--- src/rtl/reg_file_pkg.sv ---
// reg_file_pkg: shared constants and helpers for the SimpleProcessor register file.
//   SP_DATA_W   - default register word width
//   SP_ADDR_W   - default register address width
//   SP_WCNT_MAX - saturation value of the committed-write counter
package reg_file_pkg;

  localparam int unsigned SP_DATA_W   = 8;
  localparam int unsigned SP_ADDR_W   = 3;
  localparam logic [7:0]  SP_WCNT_MAX = 8'hFF;

  // Saturating increment of the write counter; holds at SP_WCNT_MAX.
  function automatic logic [7:0] wcnt_next(input logic [7:0] cnt, input logic inc);
    if (inc && (cnt != SP_WCNT_MAX)) return cnt + 8'd1;
    return cnt;
  endfunction

endpackage

--- src/rtl/reg_file_word.sv ---
// reg_word: one DATA_W-bit register word built from posedge D flip-flops.
//   i_clk  - clock
//   i_rst_ - asynchronous active-low clear
//   i_en   - load enable, sampled on posedge i_clk
//   i_D    - data in
//   o_Q    - registered data out
module reg_word #(
  parameter int DATA_W = 8
) (
  input  logic              i_clk,
  input  logic              i_rst_,
  input  logic              i_en,
  input  logic [DATA_W-1:0] i_D,
  output logic [DATA_W-1:0] o_Q
);

  logic [DATA_W-1:0] r_q;

  always_ff @(posedge i_clk or negedge i_rst_) begin
    if (!i_rst_) begin
      r_q <= '0;
    end else if (i_en) begin
      r_q <= i_D;
    end
  end

  assign o_Q = r_q;

endmodule

--- src/rtl/reg_file.sv ---
// reg_file: SimpleProcessor register file, 2 async read ports, 1 sync write port.
//   i_clk              - clock, all state updates on posedge
//   i_rst_             - asynchronous active-low reset (clears registers and o_wcnt)
//   i_we/i_waddr/i_wdata - write port, committed on posedge
//   i_raddrA/i_raddrB  - read addresses, o_rdataA/o_rdataB combinational read data
//   o_wcnt             - saturating count of committed writes
// Parameters: DATA_W, ADDR_W (NREGS = 2**ADDR_W), ZERO_R0 (r0 hardwired to 0).
// Build option: define REGFILE_BYPASS_EN for same-cycle write-through forwarding
// to the read ports; undefined, reads return the old value until the posedge.
module reg_file
  import reg_file_pkg::*;
#(
  parameter int DATA_W  = SP_DATA_W,
  parameter int ADDR_W  = SP_ADDR_W,
  parameter int ZERO_R0 = 1
) (
  input  logic              i_clk,
  input  logic              i_rst_,
  input  logic              i_we,
  input  logic [ADDR_W-1:0] i_waddr,
  input  logic [DATA_W-1:0] i_wdata,
  input  logic [ADDR_W-1:0] i_raddrA,
  input  logic [ADDR_W-1:0] i_raddrB,
  output logic [DATA_W-1:0] o_rdataA,
  output logic [DATA_W-1:0] o_rdataB,
  output logic [7:0]        o_wcnt
);

  localparam int NREGS = 2**ADDR_W;

  logic [DATA_W-1:0] w_q [NREGS];
  logic [NREGS-1:0]  w_wen;
  logic              w_discard;
  logic              w_commit;
  logic [DATA_W-1:0] w_rdA;
  logic [DATA_W-1:0] w_rdB;
  logic [7:0]        r_wcnt;

  // Writes to r0 are dropped entirely when it is hardwired to zero, so they
  // neither load the word nor count as committed.
  assign w_discard = (ZERO_R0 != 0) && (i_waddr == '0);
  assign w_commit  = i_we && !w_discard;

  always_comb begin
    w_wen = '0;
    if (w_commit) w_wen[i_waddr] = 1'b1;
  end

  for (genvar g = 0; g < NREGS; g++) begin : g_word
    reg_word #(
      .DATA_W (DATA_W)
    ) u_word (
      .i_clk  (i_clk),
      .i_rst_ (i_rst_),
      .i_en   (w_wen[g]),
      .i_D    (i_wdata),
      .o_Q    (w_q[g])
    );
  end

  always_comb begin
    w_rdA = w_q[i_raddrA];
    if ((ZERO_R0 != 0) && (i_raddrA == '0)) w_rdA = '0;
  end

  always_comb begin
    w_rdB = w_q[i_raddrB];
    if ((ZERO_R0 != 0) && (i_raddrB == '0)) w_rdB = '0;
  end

`ifdef REGFILE_BYPASS_EN
  // Forwarding is masked during reset so reads stay 0 while i_rst_ is low.
  always_comb begin
    o_rdataA = w_rdA;
    if (i_rst_ && w_commit && (i_waddr == i_raddrA)) o_rdataA = i_wdata;
  end

  always_comb begin
    o_rdataB = w_rdB;
    if (i_rst_ && w_commit && (i_waddr == i_raddrB)) o_rdataB = i_wdata;
  end
`else
  assign o_rdataA = w_rdA;
  assign o_rdataB = w_rdB;
`endif

  always_ff @(posedge i_clk or negedge i_rst_) begin
    if (!i_rst_) begin
      r_wcnt <= '0;
    end else begin
      r_wcnt <= wcnt_next(r_wcnt, w_commit);
    end
  end

  assign o_wcnt = r_wcnt;

endmodule

--- config.mk ---
export PLATFORM = sky130hd
export DESIGN_NAME = reg_file
export DESIGN_NICKNAME = d
export VERILOG_FILES = /design/src/rtl/reg_file_pkg.sv /design/src/rtl/reg_file_word.sv /design/src/rtl/reg_file.sv
export SDC_FILE = /design/constraint.sdc
export NUM_CORES = 1
export LEC_CHECK = 0
export CAP_MARGIN = 0
export CORE_ASPECT_RATIO = 1.2
export CORE_UTILIZATION = 50
export CTS_BUF_LIST = sky130_fd_sc_hd__clkbuf_8
export DETAILED_ROUTE_END_ITERATION = 12
export PLACE_DENSITY_LB_ADDON = 0.1
export RECOVER_POWER = 25
export SYNTH_ARGS = -nofsm -noshare
export SYNTH_HDL_FRONTEND = slang
export SYNTH_SLANG_ARGS = --single-unit
--- constraint.sdc ---
create_clock -name i_clk -period 2.02 [get_ports i_clk]
set_clock_uncertainty 0.15 [all_clocks]
set_input_delay 0.404 -clock i_clk [delete_from_list [all_inputs] [get_ports i_clk]]
set_output_delay 0.404 -clock i_clk [all_outputs]
set_load 0.05 [all_outputs]
== Word-level counts from Yosys, hierarchy flattened ==
Index checks and enable logic that the tools add are counted.

* Bits in registers: 72
* Input bits: 20
* Output and inout bits: 24
* Logic and storage cells: 37

* Order comparisons: 4
* Eq/ne operators: 1
* Bitwise gates (word level): 2
* Reduce and logical (&&, ||, !) cells: 7
* Multiplexer cells: 13
* $add $sub $neg: 1

{| class="wikitable"
|+ Operators by type and width
! cell !! count
|-
| two-way mux 8 bit || 8
|-
| binary-select mux 8 bit (select 3 bit) || 2
|-
| logical NOT 3 bit || 3
|-
| adder 8 x 1 -> 8 bit (second input constant) || 1
|-
| greater-or-equal comparator 4 bit (second input constant) || 2
|-
| != test 8 bit (second input constant) || 1
|-
| NOT 3 -> 4 bit || 2
|-
| < comparator 3 x 4 -> 1 bit (second input constant) || 1
|-
| demux 1 bit (select 3 bit) || 1
|-
| greater-or-equal comparator 3 x 1 -> 1 bit (second input constant) || 1
|-
| logical AND 1 bit || 3
|-
| two-way mux 1 bit || 2
|-
| logical NOT 1 bit || 1
|}

== Logic depth before layout (Yosys ltp) ==
* Depth after elaboration: 5
* Gate-level depth with buffers: 5
* Gate-level depth less buffers: 4

== Cells and area by module ==
A second synthesis with hierarchy kept.

* Cells, all modules: 260
* Area, all modules: 3704.8 um2

{| class="wikitable"
|+ By module, submodules not included
! module !! cells an instance !! area each (um2) !! times used !! seq. area each (um2)
|-
| reg_word || 17 || 331.6 || 7 || 200.2
|-
| reg_file || 141 || 1383.8 || 1 || 200.2
|}

== Worst setup path before layout ==
OpenSTA, ideal clock, no wires.

* Path type: in2out
* Start point: in i_raddrB[0]
* End point: out o_rdataB[0]
* Buffers on the path: 2
* Required time: 1466 ps
* Cell stages on the path: 5
* Slack: -647 ps
* Data arrival time: 2113 ps
* Path through: buf_6 and2b_1 clkbuf_1 a22oi_1 o21ai_0

* Word-level cells in the longest chain between the ends: 5
* Elaborated cells between the ends (all ways): 6
* Those cells by class: mux (4); bitwise (1); reduce/logical (1)

{| class="wikitable"
|+ RTL lines
! item !! line !! text
|-
| start, declared || reg_file.sv:23 || <nowiki>input logic [ADDR_W-1:0] i_raddrB,</nowiki>
|-
| NOT 3 -> 4 bit (not written as such) || reg_file.sv:67 || <nowiki>w_rdB = w_q[i_raddrB];</nowiki>
|-
| binary-select mux 8 bit (select 3 bit) || reg_file.sv:67 ||
|-
| two-way mux 8 bit (not written as such) (2 in series) || reg_file.sv:67 ||
|-
| two-way mux 8 bit * || reg_file.sv:68 || <nowiki>if ((ZERO_R0 != 0) && (i_raddrB == '0)) w_rdB = '0;</nowiki>
|-
| end, declared || reg_file.sv:25 || <nowiki>output logic [DATA_W-1:0] o_rdataB,</nowiki>
|}

Every way passes the cells marked *; elsewhere a longest branch is shown, timed or not. The select of a mux whose other input is x is not followed.

== Final worst setup path ==
* Start point: reg g_word[1].u_word.r_q[1]
* End point: out o_rdataA[1]

* Word-level cells in the longest chain between the ends: 4

{| class="wikitable"
|+ RTL lines
! item !! line !! text
|-
| start, declared || reg_file_word.sv:17 || <nowiki>logic [DATA_W-1:0] r_q;</nowiki>
|-
| start signal, assigned || reg_file_word.sv:23 || <nowiki>r_q <= i_D;</nowiki>
|-
| binary-select mux 8 bit (select 3 bit) || reg_file.sv:62 || <nowiki>w_rdA = w_q[i_raddrA];</nowiki>
|-
| two-way mux 8 bit (not written as such) (2 in series) || reg_file.sv:62 ||
|-
| two-way mux 8 bit || reg_file.sv:63 || <nowiki>if ((ZERO_R0 != 0) && (i_raddrA == '0)) w_rdA = '0;</nowiki>
|-
| end, declared || reg_file.sv:24 || <nowiki>output logic [DATA_W-1:0] o_rdataA,</nowiki>
|}

No other way between the ends. The select of a mux whose other input is x is not followed.

==> impl_metrics.tcl <==
set metrics [dict create \
    synthCells 257 \
    power.switching_mw 1.827 \
    die_h_um 94.24 \
    sw_frac_of_total_pct 36.02 \
    synthTopCellsByArea "dfrtp_1, mux2_2, mux4_2" \
    synth_fp_nets 278 \
    tightestPinTransition_ns 0.8906 \
    grt_antenna_before_repair 0 \
    avgSynthCellArea_um2 13.79 \
    synth_common_cells "mux2_2, dfrtp_1, nand2_1" \
    grt_pass1_wl_um 15020 \
    drt_iter0_markers 112 \
    synth_cell_types 41 \
    ys_seq_area_share_pct 45.18 \
    startpoint_type "flop" \
    synth_xor_area_share_pct 0.7413 \
    via_count 2658 \
    holdCritPathClass "reg2reg" \
    drv_slew 0 \
    gp_congestion 0.7638 \
    yosys.area.top_type "dfrtp_1" \
    seqPwrFrac_pct 37.4 \
    htree_levels 3 \
    async_flop_share_pct 100.0 \
    wl_um 9288 \
    clkSinkCount 64 \
    critical_path_class "reg2out" \
    cts_tree "yes" \
    yosys.area_share.simple_pct 6.460 \
    buffer_ports.inserted 43 \
    grt_max_degree 65 \
    fp.dieArea_um2 7431 \
    track_usage_pct 28.19 \
    status "finished with violations" \
    hold_viol 0 \
    p_per_area_nw_per_um2 976.7 \
    critPathCaptureType "primary output" \
    synth_edf_count 0 \
    ys_warn_count 0 \
    pin_count 44 \
    antennaDiodeCount 0 \
    core_um2 6854 \
    critPathRequiredTime_ns 1.47 \
    rsz0062_at_grt "true" \
    place_inst 421 \
    worst_skew_pair.late_latency_ns 0.34 \
    p_clk_share_pct 21.1 \
    dpl-instance-area_um2 4613 \
    final_area_um2 5192 \
    setup_viol 16 \
    cts-root-buf "clkbuf_8" \
    p_comb_share_pct 41.6 \
    grt_overflow 0 \
    post-route-drc-count 0 \
    synth_compound_area_share_pct 7.589 \
    fin_hold_ws_ns 0.3761 \
    min_period_ns 2.153 \
    clockBufferDepth 2 \
    leakage_nw 2.253 \
    crit_path_max_fanout 2 \
    max_freq_mhz 464.4 \
    vias_per_cell 5.766 \
    synth_top_area_share_pct 45.18 \
    utilization_pct 75.76 \
    synth_seq_cells 64 \
    row_count 33 \
    areaGrowthSynthToFinish_pct 46.49 \
    path_clk_slew_ns 0.06 \
    synthAdderAreaFrac_pct 0.3530 \
    slew_headroom_pct 40.63 \
    cts_buffers 9 \
    p_int_mw 3.245 \
    place_ws_ns -0.6290 \
    synth_top_family_by_area "multiplexers" \
    setup_ws_ns -0.1333 \
    hpwl_um 5949 \
    peakVddDrop_mv 0.7348 \
    die_x_um 78.86 \
    wl_per_cell_um 20.15 \
    synth_area_um2 3545 \
    initial_core_util_pct 51.72 \
    timing.final.crit_share_pct 106.6 \
    cap_violations 0 \
    firstDrtPassIters 4 \
    layout-drive-gt1-share_pct 69.52 \
    synthFlopType "dfrtp_1" \
    failed_checks "negative setup slack" \
    synth.most_common_cell "mux2_2" \
    synthMuxAreaShare_pct 34.98 \
    antenna_left 0 \
    critPathArrivalTime_ns 1.60 \
    first_global_vias 2827 \
    nNetsFinal 391 \
    fin_cells 461 \
]
[final cells by class]
| class | count | area (µm²) |
|---|---|---|
| Sequential cell | 64 | 1602 |
| Inverter | 5 | 18.77 |
| Fill cell | 457 | 1662 |
| Multi-Input combinational cell | 171 | 2033 |
| Timing Repair Buffer | 119 | 1244 |
| Clock buffer | 10 | 137.6 |
| Clock inverter | 5 | 48.80 |
| Tap cell | 87 | 108.9 |
[cells in the final DEF, fill, tap and decap left out, drive strengths merged, types with 3 or more instances in the layout]
cell type,synthesis,layout
mux4,16,16
inv,5,6
a221oi,5,5
nand4b,3,3
o21ai,11,11
a22oi,9,9
dfrtp,64,64
xnor2,3,3
clkinv,0,3
buf,14,103
clkdlybuf4s50,0,13
nand2,15,15
a21oi,7,7
nand3,3,3
mux2,75,75
clkbuf,3,11
[final timing paths]
path / from / endpoint / slack, ns / depth (start not counted)
max reg2reg: o_wcnt[0]$_DFFE_PN0P_ / o_wcnt[1]$_DFFE_PN0P_ / 0.24 / 4
max in group asynchronous: i_rst_ / g_word[4].u_word.o_Q[1]$_DFFE_PN0P_ / 0.46 / 3
min: g_word[1].u_word.o_Q[6]$_DFFE_PN0P_ / g_word[1].u_word.o_Q[6]$_DFFE_PN0P_ / 0.38 / 1
min reg2reg: g_word[1].u_word.o_Q[6]$_DFFE_PN0P_ / g_word[1].u_word.o_Q[6]$_DFFE_PN0P_ / 0.38 / 1
max: g_word[1].u_word.o_Q[1]$_DFFE_PN0P_ / o_rdataA[1] / -0.13 / 5
min in group asynchronous: i_rst_ / g_word[5].u_word.o_Q[3]$_DFFE_PN0P_ / 0.68 / 3
[registers in the layout, indices dropped and copies added (netlist names)]
register and flops:
g_word.u_word.o_Q 56, o_wcnt 8
[power by group through the flow]
stage | Clock (mW) | Sequential, mW | Combinational (mW)
floorplan | 0 | 2.04 | 1.08
detailed placement | 0 | 1.90 | 1.88
global placement | 0 | 1.88 | 1.83
global route | 1.14 | 1.95 | 2.22
finish | 1.07 | 1.90 | 2.11
CTS | 1.09 | 1.88 | 2.07
[critical path, stage by stage, from the launching register on]
cell	delay [ns]
dfrtp_1	0.39
mux2_4	0.29
a221oi_4	0.24
buf_4	0.16
a21oi_4	0.03
buf_12	0.14
[through the flow]
stage	setup TNS, ns	power (mW)
6_report	-1.004	5.072
5_1_grt	-1.919	5.309
4_1_cts	-1.131	5.040
3_5_place_dp	-12.85	3.776
3_3_place_gp	-11.67	3.707
2_1_floorplan	-0.01879	3.120
[layer usage]
| metal | vias to the layer above | part of all wire, % | track usage, % |
|---|---|---|---|
| met3 | 25 | 2.6 | 4.175 |
| li1 | 1213 | - | - |
| met5 | - | 0 | 0 |
| met1 | 1350 | 41 | 33.80 |
| met4 | 0 | 3.4 | 16.06 |
| met2 | 70 | 53 | 48.19 |
[repair_timing]
action	in CTS	in global routing
hold endpoints to repair	64	0
hold buffers	1	0
cloned	3	0
resized for setup	71	6
setup endpoints to repair	16	16
setup buffers	16	5
pin swaps	15	2
[kinds of logic (layout without fill, tap and decap cells)]
logic type	count (synthesis)	in the layout
buffers and inverters	22	139
DFF	64	64
muxes	93	93
AOI/OAI and AO/OA	40	40
adders and majority gates	1	1
and+or+nand+nor	34	34
xor gates and xnor gates	3	3
No activity file was read; power rests on OpenSTA's default activity.
